File: src/rtl/serial_sub_pkg.sv
// Shared definitions for the bit-serial subtractor: FSM state encoding and default width.
package serial_sub_pkg;

  localparam int unsigned SERIAL_SUB_DEFAULT_WIDTH = 8;

  typedef enum logic [1:0] {
    ST_IDLE = 2'd0,
    ST_RUN  = 2'd1,
    ST_DONE = 2'd2
  } state_e;

endpackage

File: src/rtl/serial_sub_half_sub.sv
// Combinational half subtractor; two instances plus an OR form a full-subtractor cell.
module half_sub (
  input  logic a,
  input  logic b,
  output logic diff,
  output logic borrow
);

  assign diff   = a ^ b;
  assign borrow = ~a & b;

endmodule

File: src/rtl/serial_sub.sv
// Bit-serial A - B, LSB first, one bit per clock, with a start/busy/done handshake.
module serial_sub
  import serial_sub_pkg::*;
#(
  parameter int unsigned WIDTH = SERIAL_SUB_DEFAULT_WIDTH
) (
  input  logic             clk,
  input  logic             rst,
  input  logic             start,
  input  logic [WIDTH-1:0] a,
  input  logic [WIDTH-1:0] b,
  output logic             busy,
  output logic             done,
  output logic [WIDTH-1:0] diff,
  output logic             borrow
);

  localparam int unsigned   CW   = $clog2(WIDTH + 1);
  localparam logic [CW-1:0] LAST = CW'(WIDTH - 1);

  state_e           state_q;
  logic [WIDTH-1:0] a_q, b_q, wdiff_q, wdiff_d, diff_q;
  logic [CW-1:0]    cnt_q;
  logic             bin_q, busy_q, done_q, borrow_q;
  logic             hd0, hb0, d_bit, hb1, bout;

  half_sub u_hs_ab (
    .a      (a_q[0]),
    .b      (b_q[0]),
    .diff   (hd0),
    .borrow (hb0)
  );

  half_sub u_hs_bin (
    .a      (hd0),
    .b      (bin_q),
    .diff   (d_bit),
    .borrow (hb1)
  );

  assign bout = hb0 | hb1;

  // Shift-then-overwrite keeps this valid for WIDTH == 1 without a slice.
  always_comb begin
    wdiff_d            = wdiff_q >> 1;
    wdiff_d[WIDTH-1]   = d_bit;
  end

  always_ff @(posedge clk) begin
    if (rst) begin
      state_q  <= ST_IDLE;
      a_q      <= '0;
      b_q      <= '0;
      wdiff_q  <= '0;
      diff_q   <= '0;
      cnt_q    <= '0;
      bin_q    <= 1'b0;
      busy_q   <= 1'b0;
      done_q   <= 1'b0;
      borrow_q <= 1'b0;
    end else begin
      case (state_q)
        // DONE accepts start exactly like IDLE, giving back-to-back operation.
        ST_IDLE, ST_DONE: begin
          done_q <= 1'b0;
          if (start) begin
            a_q     <= a;
            b_q     <= b;
            wdiff_q <= '0;
            cnt_q   <= '0;
            bin_q   <= 1'b0;
            busy_q  <= 1'b1;
            state_q <= ST_RUN;
          end else begin
            state_q <= ST_IDLE;
          end
        end
        ST_RUN: begin
          a_q     <= a_q >> 1;
          b_q     <= b_q >> 1;
          wdiff_q <= wdiff_d;
          bin_q   <= bout;
          cnt_q   <= cnt_q + CW'(1);
          if (cnt_q == LAST) begin
            diff_q   <= wdiff_d;
            borrow_q <= bout;
            busy_q   <= 1'b0;
            done_q   <= 1'b1;
            state_q  <= ST_DONE;
          end
        end
        default: state_q <= ST_IDLE;
      endcase
    end
  end

  assign busy   = busy_q;
  assign done   = done_q;
  assign diff   = diff_q;
  assign borrow = borrow_q;

endmodule
File: config.mk
export PLATFORM = sky130hd
export DESIGN_NAME = serial_sub
export DESIGN_NICKNAME = d
export VERILOG_FILES = /design/src/rtl/serial_sub_pkg.sv /design/src/rtl/serial_sub_half_sub.sv /design/src/rtl/serial_sub.sv
export SDC_FILE = /design/constraint.sdc
export NUM_CORES = 1
export LEC_CHECK = 0
export ABC_CLOCK_PERIOD_IN_PS = 3700
export BUFFER_PORTS_ARGS = -buffer_cell sky130_fd_sc_hd__buf_4
export CAP_MARGIN = 20
export CORE_MARGIN = 8
export CORE_UTILIZATION = 60
export CTS_BUF_LIST = sky130_fd_sc_hd__clkbuf_4 sky130_fd_sc_hd__clkbuf_8
export CTS_CLUSTER_DIAMETER = 200
export DETAILED_ROUTE_END_ITERATION = 8
export GPL_TIMING_DRIVEN = 0
export PLACE_DENSITY = 0.88
export SLEW_MARGIN = 10
export SYNTH_ARGS = -nofsm -noshare
export SYNTH_HDL_FRONTEND = slang
export SYNTH_SLANG_ARGS = --single-unit
File: constraint.sdc
create_clock -name clk -period 3.7 [get_ports clk]
set_input_delay 0.555 -clock clk [delete_from_list [all_inputs] [get_ports clk]]
set_output_delay 0.555 -clock clk [all_outputs]
set_load 0.02 [all_outputs]
Yosys cells after proc, flatten, opt, wreduce, memory -nomap -nowiden
Cells that the tools add are included.
{ "word_totals": {"register_bits": 42, "input_bits": 19, "out_inout_bits": 11, "elab_cells": 48} }
{ "op_classes": {"addsub": 1, "n_eq_ne": 5, "n_mux": 18, "bitwise": 7, "reduce_logical": 7} }
{ "ops": {"columns": ["op", "n"], "rows": [
  ["$pmux W8 S2", 3],
  ["$mux W8", 3],
  ["$pmux W4 S2", 1],
  ["$pmux W1 S2", 3],
  ["$reduce_and A2 Y1", 3],
  ["$mux W1", 5],
  ["$add A4 B1 Y4 const B", 1],
  ["$eq A4 B3 Y1 const B", 1],
  ["$mux W4", 1],
  ["$ne A2 B2 Y1 const B", 2],
  ["$pmux W2 S2", 1],
  ["$reduce_and A3 Y1", 1],
  ["$and A1 B1 Y1", 2],
  ["$eq A2 B1 Y1 const B", 1],
  ["$eq A2 B2 Y1 const B", 1],
  ["$logic_not A2 Y1", 1],
  ["$mux W2", 1],
  ["$not A1 Y1", 2],
  ["$reduce_bool A2 Y1", 1],
  ["$reduce_or A2 Y1", 1],
  ["$xor A1 B1 Y1", 2],
  ["$or A1 B1 Y1", 1]
]} }

Longest topological paths before layout
Gate-level depths: netlist (run 1).
{ "depth": {"word_depth": 5, "mapped_depth": 5, "ltp_nobuf": 5} }

Modules after synthesis
Synthesis (run 1) repeated with hierarchy kept, for this count alone.
{ "hier_totals": {"cells_unflattened": 193, "hier_area_um2": 1674.1} }
{ "modules_own_cells": {"columns": ["module", "instances", "cells_per_inst", "area_each_um2", "seq_area_each_um2"], "rows": [
  ["serial_sub", 1, 187, 1634.1, 820.8],
  ["half_sub", 2, 3, 20.0, 0.0]
]} }

Worst setup path before layout (run 1)
Ideal clock, no wire load.
{ "synth_path": {"kind": "input to register", "start": "input port start", "end": "register a_q[0]", "setup_ns": 0.132, "t_arrival_ns": 1.194, "required_time_ns": 3.568, "setup_slack_ns": 2.374, "stages": 5, "n_path_buf": 2, "cell_sequence": "nor2b_1 > buf_2 > buf_2 > a22oi_1 > a21oi_1"} }
{ "synth_via": {"elab_chain_len": 2} }
{ "synth_rtl": {"columns": ["item", "line_no", "rtl"], "rows": [
  ["from (decl)", "serial_sub.sv:9", "input logic start,"],
  ["$ne A2 B2 Y1 (no source line)", null, null],
  ["$reduce_and A2 Y1 (no source line)", null, null],
  ["to (signal assigned)", "serial_sub.sv:79", "a_q <= a_q >> 1;"],
  ["to (decl)", "serial_sub.sv:22", "logic [WIDTH-1:0] a_q, b_q, wdiff_q, wdiff_d, diff_q;"]
]} }
Every way passes these cells.
A chain may end at the register's enable or synchronous reset.

Worst setup path after layout (run 1)
{ "layout_path": {"start": "register cnt_q[0]", "end": "register diff_q[4], in the netlist diff[4]"} }
{ "layout_via": {"elab_chain_len": 2} }
{ "layout_rtl": {"columns": ["item", "line_no", "rtl"], "rows": [
  ["from (decl)", "serial_sub.sv:23", "logic [CW-1:0] cnt_q;"],
  ["from (signal assigned)", "serial_sub.sv:83", "cnt_q <= cnt_q + CW'(1);"],
  ["$eq A4 B3 Y1", "serial_sub.sv:84", "if (cnt_q == LAST) begin"],
  ["$reduce_and A2 Y1 (no source line)", null, null],
  ["to (signal assigned)", "serial_sub.sv:85", "diff_q <= wdiff_d;"],
  ["to (decl)", "serial_sub.sv:22", null]
]} }
Every way passes these cells.

==> results of run 1 <==
-- cells in the final DEF (no fill, tap or decap), drive strengths merged --
master / synthesis / layout
o21a: 1 / 1
a21oi: 28 / 28
o21ba: 1 / 1
nand2: 12 / 12
mux2: 2 / 2
fa: 1 / 1
nand3b: 1 / 1
nand4: 1 / 1
nor3: 1 / 1
ha: 1 / 1
nand2b: 3 / 3
nor2b: 2 / 2
clkinv: 0 / 1
nor2: 2 / 2
clkbuf: 1 / 8
inv: 3 / 3
a22oi: 14 / 14
nand3: 26 / 26
a211oi: 1 / 1
dfxtp: 41 / 41
a22o: 9 / 9
nor3b: 1 / 1
o21bai: 1 / 1
buf: 15 / 44
-- registers in the layout (all words and copies together) (netlist names), 2 cells and up --
name	flops
a_q	8
state_q	2
wdiff_q	7
cnt_q	4
diff	8
b_q	8
-- area by class of cell --
| cell class | count | area [µm²] | share of cell area |
|---|---|---|---|
| clock inverters | 1 | 5.00 | 0.00262 |
| multi-input cells | 108 | 661 | 0.346 |
| inverters | 3 | 11.3 | 0.00591 |
| well taps | 30 | 37.5 | 0.0197 |
| plain buffers | 16 | 88.8 | 0.0466 |
| flip-flops and latches | 41 | 821 | 0.430 |
| clock buffers | 7 | 65.1 | 0.0341 |
| repair buffers | 29 | 218 | 0.114 |
-- logic make-up after synthesis --
family	after synthesis	share of synthesized area
simple gates	49	0.152
fa+ha+maj	2	0.0206
buf+inv	19	0.0633
flops	41	0.519
compound gates	55	0.229
mux	2	0.0166
-- worst max path at each step --
stage / startpoint / slack [ns] / endpoint
after floorplan: start / 2.37 / a_q[0]
after global placement: start / 2.14 / b_q[4]
after detailed placement: start / 2.10 / b_q[6]
after CTS: cnt_q[0] / 2.27 / diff[4]
after global routing: cnt_q[0] / 2.13 / diff[4]
final: cnt_q[0] / 2.27 / diff[4]
-- Yosys cell counts, types with 2 or more instances --
library cell / instances / area share
nand2b_1: 3 / 0.012
nand2_1: 12 / 0.028
buf_4: 2 / 0.0095
buf_2: 11 / 0.035
dfxtp_1: 41 / 0.52
a22oi_1: 14 / 0.066
a22o_1: 9 / 0.050
nor2b_1: 2 / 0.0079
nor2_1: 2 / 0.0047
a21oi_1: 28 / 0.089
nand3_1: 26 / 0.082
inv_1: 3 / 0.0071
-- power by group --
part | switching, mW | leakage (nW) | internal (mW)
clock | 0.139 | 0.0413 | 0.110
sequential | 0.0102 | 0.334 | 0.458
combinational | 0.0536 | 0.392 | 0.0424
total | 0.203 | 0.766 | 0.610
-- worst register-to-register path, cell delays in order (launching register included) --
cell,delay (ns)
dfxtp_1,0.40
ha_1,0.21
nand3b_1,0.15
nor3_1,0.20
buf_2,0.25
a22o_1,0.18
-- metrics by stage --
step                area (µm²)  instances   util  hold slack, ns  power (mW)
floorplan                 1580        168      -           0.445       0.538
global placement          1840        227  0.735           0.449       0.568
detailed placement        1840        227  0.735           0.459       0.573
CTS                       1910        235  0.763           0.445       0.814
global route              1910        235  0.763           0.435       0.849
finish                    1910        235  0.763           0.444       0.813
-- metal layers --
metal / up-vias / track usage / routed length (µm)
met5: - / 0 / 0
met4: 0 / 0.0888 / 54
met3: 7 / 0.0546 / 230
met2: 36 / 0.262 / 1730
met1: 683 / 0.199 / 1510
li1: 675 / - / -
==> results.cfg, run 1 <==
[outcome]
status = completed

[detailed_routing]
drt_iter0_markers = 102
drt-total-wl_um = 3530
vias_per_cell = 5.96
wl_per_cell_um = 15.0
drt.antenna.violating_nets = 0
vias = 1401
dr.pass1.iters = 4
drcViolationCount = 0

[clock_tree]
h-tree-depth = 2
cts-buffers-inserted = 5
post_cts_resized = 0
cts_tree = built
cts_hold_buf = 0
post-cts-setup-buffers = 0
clock_latency_ns = 0.35
clockRootBuffer = clkbuf_4
clk_pin_slew_ns = 0.11
cts_buffer_depth = 2
clkSinkCount = 41

[timing]
max_slew_margin = 0.714
fin_ws_ns = 2.27
tns_ns = 0
finalSetupViolCount = 0
slew_violations = 0
timing.final.hold_violations = 0
worst_slew_pin_slew_ns = 0.429
max_freq_ghz = 0.698
min_period_ns = 1.43
rsz0062_at_grt = no
fin_crit_sh = 0.387
skew_ns = 0.00434

[die]
fp.dieW_um = 67.3
ios = 30
start_util = 0.633
rows = 18
dieArea_um2 = 4530
die_height_um = 67.3
core-area_um2 = 2500

[global_route]
grt.overflow.total = 0
grt_use_total = 0.167
grt_max_degree = 13
grt_pass1_wl_um = 5890
antenna_found_initial = 0
grt_pass1_vias = 1355

[worst_setup_path]
slowest_stage = dfxtp_1
critPathTopFamily = flip-flops
rr_startpoint = cnt_q[0]
crit_type = flop to flop
max_stage_delay_ns = 0.40
cp_num_buf_inv = 1
worstPathMaxFanout = 10
worstPathArrival_ns = 1.73
worstSetupEndpointType = flop
path_cells = ha_1 -> nand3b_1 -> nor3_1 -> buf_2 -> a22o_1
rrSetupSlack_ns = 2.27
cp.depth = 5
reg2reg_depth = 5
rr_endpoint = diff[4]
startpoint_type = flop
required_ns = 4.00

[min_path]
min_path_type = input port to flop
min_to = a_q[7]
worstHoldStart = a[7]
hold_depth = 3

[final_layout]
fillCellCount = 179
n_antenna_cell = 0
drive_gt1_frac = 0.268
nNetsFinal = 225
area_delta_synth_final_pct = 20.6

[logic_synthesis]
syn_nets = 189
syn-instance-count = 168
synth-edff-count = 0
ys_ff_latch = 41
yosysSeqAreaShare = 0.519
async_reset_ff_frac = 0
synthFlopType = dfxtp_1
netlist_area_um2 = 1580
synth.avg_cell_area_um2 = 9.41
synth.distinct_cells = 27
yosysWarnings = 0

[pwr]
ir_drop_mv = 0.430
power_density_nw_per_um2 = 426
p_leak_nw = 0.766

[place]
place_congestion = 0.813
dp_slack_ns = 2.10
hpwl_um = 2590
io_buffers = 29

[flow_run]
drv_cap = 0
No activity file was read; power rests on OpenSTA's default activity.
==> run 2, diff against run 1 <==
--- a/config.mk
+++ b/config.mk
@@ -5,16 +5,16 @@
 export SDC_FILE = /design/constraint.sdc
 export NUM_CORES = 1
 export LEC_CHECK = 0
-export ABC_CLOCK_PERIOD_IN_PS = 3700
+export ABC_CLOCK_PERIOD_IN_PS = 1400
 export BUFFER_PORTS_ARGS = -buffer_cell sky130_fd_sc_hd__buf_4
 export CAP_MARGIN = 20
 export CORE_MARGIN = 8
-export CORE_UTILIZATION = 60
+export CORE_UTILIZATION = 56
 export CTS_BUF_LIST = sky130_fd_sc_hd__clkbuf_4 sky130_fd_sc_hd__clkbuf_8
 export CTS_CLUSTER_DIAMETER = 200
 export DETAILED_ROUTE_END_ITERATION = 8
 export GPL_TIMING_DRIVEN = 0
-export PLACE_DENSITY = 0.88
+export PLACE_DENSITY = 0.84
 export SLEW_MARGIN = 10
 export SYNTH_ARGS = -nofsm -noshare
 export SYNTH_HDL_FRONTEND = slang
==> constraint.sdc (replaced) <==
create_clock -name clk -period 1.4 [get_ports clk]
set_input_delay 0.21 -clock clk [delete_from_list [all_inputs] [get_ports clk]]
set_output_delay 0.21 -clock clk [all_outputs]
set_load 0.02 [all_outputs]
==> run 2 against run 1 <==
Total power rose to 2.6 times the previous value. Die area up 5.4%. Via count down 0.43%. Maximum frequency up 6.2%. Global-route usage down 1.5 points. Cell count up 0.85%. Worst hold slack worse by 0.33 ns. Register-to-register slack worse by 2.2 ns. Clock-buffer cell count unchanged. Largest power group unchanged. Non-clock buffer count up 2. Critical endpoint unchanged.
==> results.cfg, run 2 (synthesis gave the netlist of run 1 again) <==
[outcome]
status = completed

[clock_tree]
clkSinkCount = 41
h-tree-depth = 2
cts_buffer_depth = 2
clock_latency_ns = 0.34
clk_pin_slew_ns = 0.11
cts_tree = built
clockRootBuffer = clkbuf_4
cts-buffers-inserted = 5

[worst_setup_path]
crit_type = flop to flop
required_ns = 1.64
worstPathArrival_ns = 1.58
worstPathMaxFanout = 10
worstSetupEndpointType = flop
critPathLaunch = cnt_q[0]
startpoint_type = flop
rr_startpoint = cnt_q[0]

[die]
fp.dieW_um = 69.1
die_height_um = 69.1
rows = 19
core-area_um2 = 2710
ios = 30
start_util = 0.584
dieArea_um2 = 4780

[place]
io_buffers = 29
place_congestion = 0.833
hpwl_um = 2520
dp_slack_ns = 0.00158

[timing]
fin_crit_sh = 0.963
slew_violations = 0
max_slew_margin = 0.695
fin_ws_ns = 0.0518
timing.final.hold_violations = 0
min_period_ns = 1.35
skew_ns = 0.00557
tns_ns = 0
max_freq_ghz = 0.742
finalSetupViolCount = 0
worst_slew_pin_slew_ns = 0.458
whs_ns = 0.113

[final_layout]
drive_gt1_frac = 0.291
final_common_cell = dfxtp_1
fillCellCount = 215
mostFrequentLayoutCells = dfxtp_1, buf_4, a21oi_1, nand3_1, a22oi_1
area_delta_synth_final_pct = 23.2
n_antenna_cell = 0
nNetsFinal = 227

[detailed_routing]
vias = 1395
wl_per_cell_um = 15.1
drt.antenna.violating_nets = 0
drcViolationCount = 0
dr.pass1.iters = 4
vias_per_cell = 5.89
drt_iter0_markers = 91
drt-total-wl_um = 3570

[pwr]
net-switching-power_uw = 526
pwr-share-seq = 0.586
switching_share = 0.249
power_density_nw_per_um2 = 1080
ir_drop_mv = 0.850
p_comb_frac = 0.126
p_leak_nw = 0.772
power_frac_clock = 0.288
p_int_mw = 1.59

[min_path]
worstHoldStart = a[7]
min_path_type = input port to flop

[flow_run]
drv_cap = 0

[global_route]
grt_use_total = 0.152
grt_pass1_vias = 1388
grt_max_degree = 12
antenna_found_initial = 0
grt.overflow.total = 0
grt_pass1_wl_um = 6130
[run 2: per-layer routing]
metal	share of wire	global-route usage	vias up
met5	0	0	-
met4	0.017	0.0547	0
met3	0.055	0.0615	8
met2	0.51	0.249	44
met1	0.42	0.172	665
li1	-	-	678
[run 2: worst paths after layout]
kind,to,slack (ns),cells after the start
worst max register to register,diff[4],0.05,5
worst max-delay path,diff[4],0.05,5
worst min register to register,done,0.47,2
worst min-delay path,a_q[7],0.11,3
[run 2: through the flow]
| step | std cells | util | power, mW | area [µm²] |
|---|---|---|---|---|
| finish | 237 | 0.719 | 2.11 | 1950 |
| global route | 237 | 0.719 | 2.22 | 1950 |
| CTS | 235 | 0.701 | 2.11 | 1900 |
| detailed placement | 228 | 0.678 | 1.51 | 1840 |
| global placement | 228 | 0.678 | 1.50 | 1840 |
| floorplan | 168 | - | 1.42 | 1580 |
[run 2: critical path, stage by stage, from the launching register on]
cell      delay, ns
dfxtp_2        0.39
ha_4           0.15
nand3b_1       0.15
o21ba_4        0.24
buf_6          0.13
a22o_1         0.18
[run 2: timing repair]
item	in CTS	in global routing
pin swaps	0	0
buffers inserted	0	2
gates cloned	0	0
resized for setup	1	10
hold buffers	0	0
setup endpoints to repair	9	19
[run 2: power by group through the flow]
stage / sequential, mW / combinational [mW] / clock, mW
6_report: 1.24 / 0.266 / 0.609
5_1_grt: 1.24 / 0.298 / 0.680
4_1_cts: 1.23 / 0.254 / 0.621
3_5_place_dp: 1.26 / 0.252 / 0
3_3_place_gp: 1.26 / 0.244 / 0
2_1_floorplan: 1.26 / 0.164 / 0
[run 2: area by class of cell]
| type | count | area [µm²] | area share |
|---|---|---|---|
| Sequential cell | 41 | 823 | 0.423 |
| Multi-Input combinational cell | 108 | 684 | 0.351 |
| Timing Repair Buffer | 31 | 233 | 0.119 |
| Buffer | 16 | 98.8 | 0.0507 |
| Clock buffer | 7 | 58.8 | 0.0302 |
| Tap cell | 31 | 38.8 | 0.0199 |
| Inverter | 3 | 11.3 | 0.00578 |
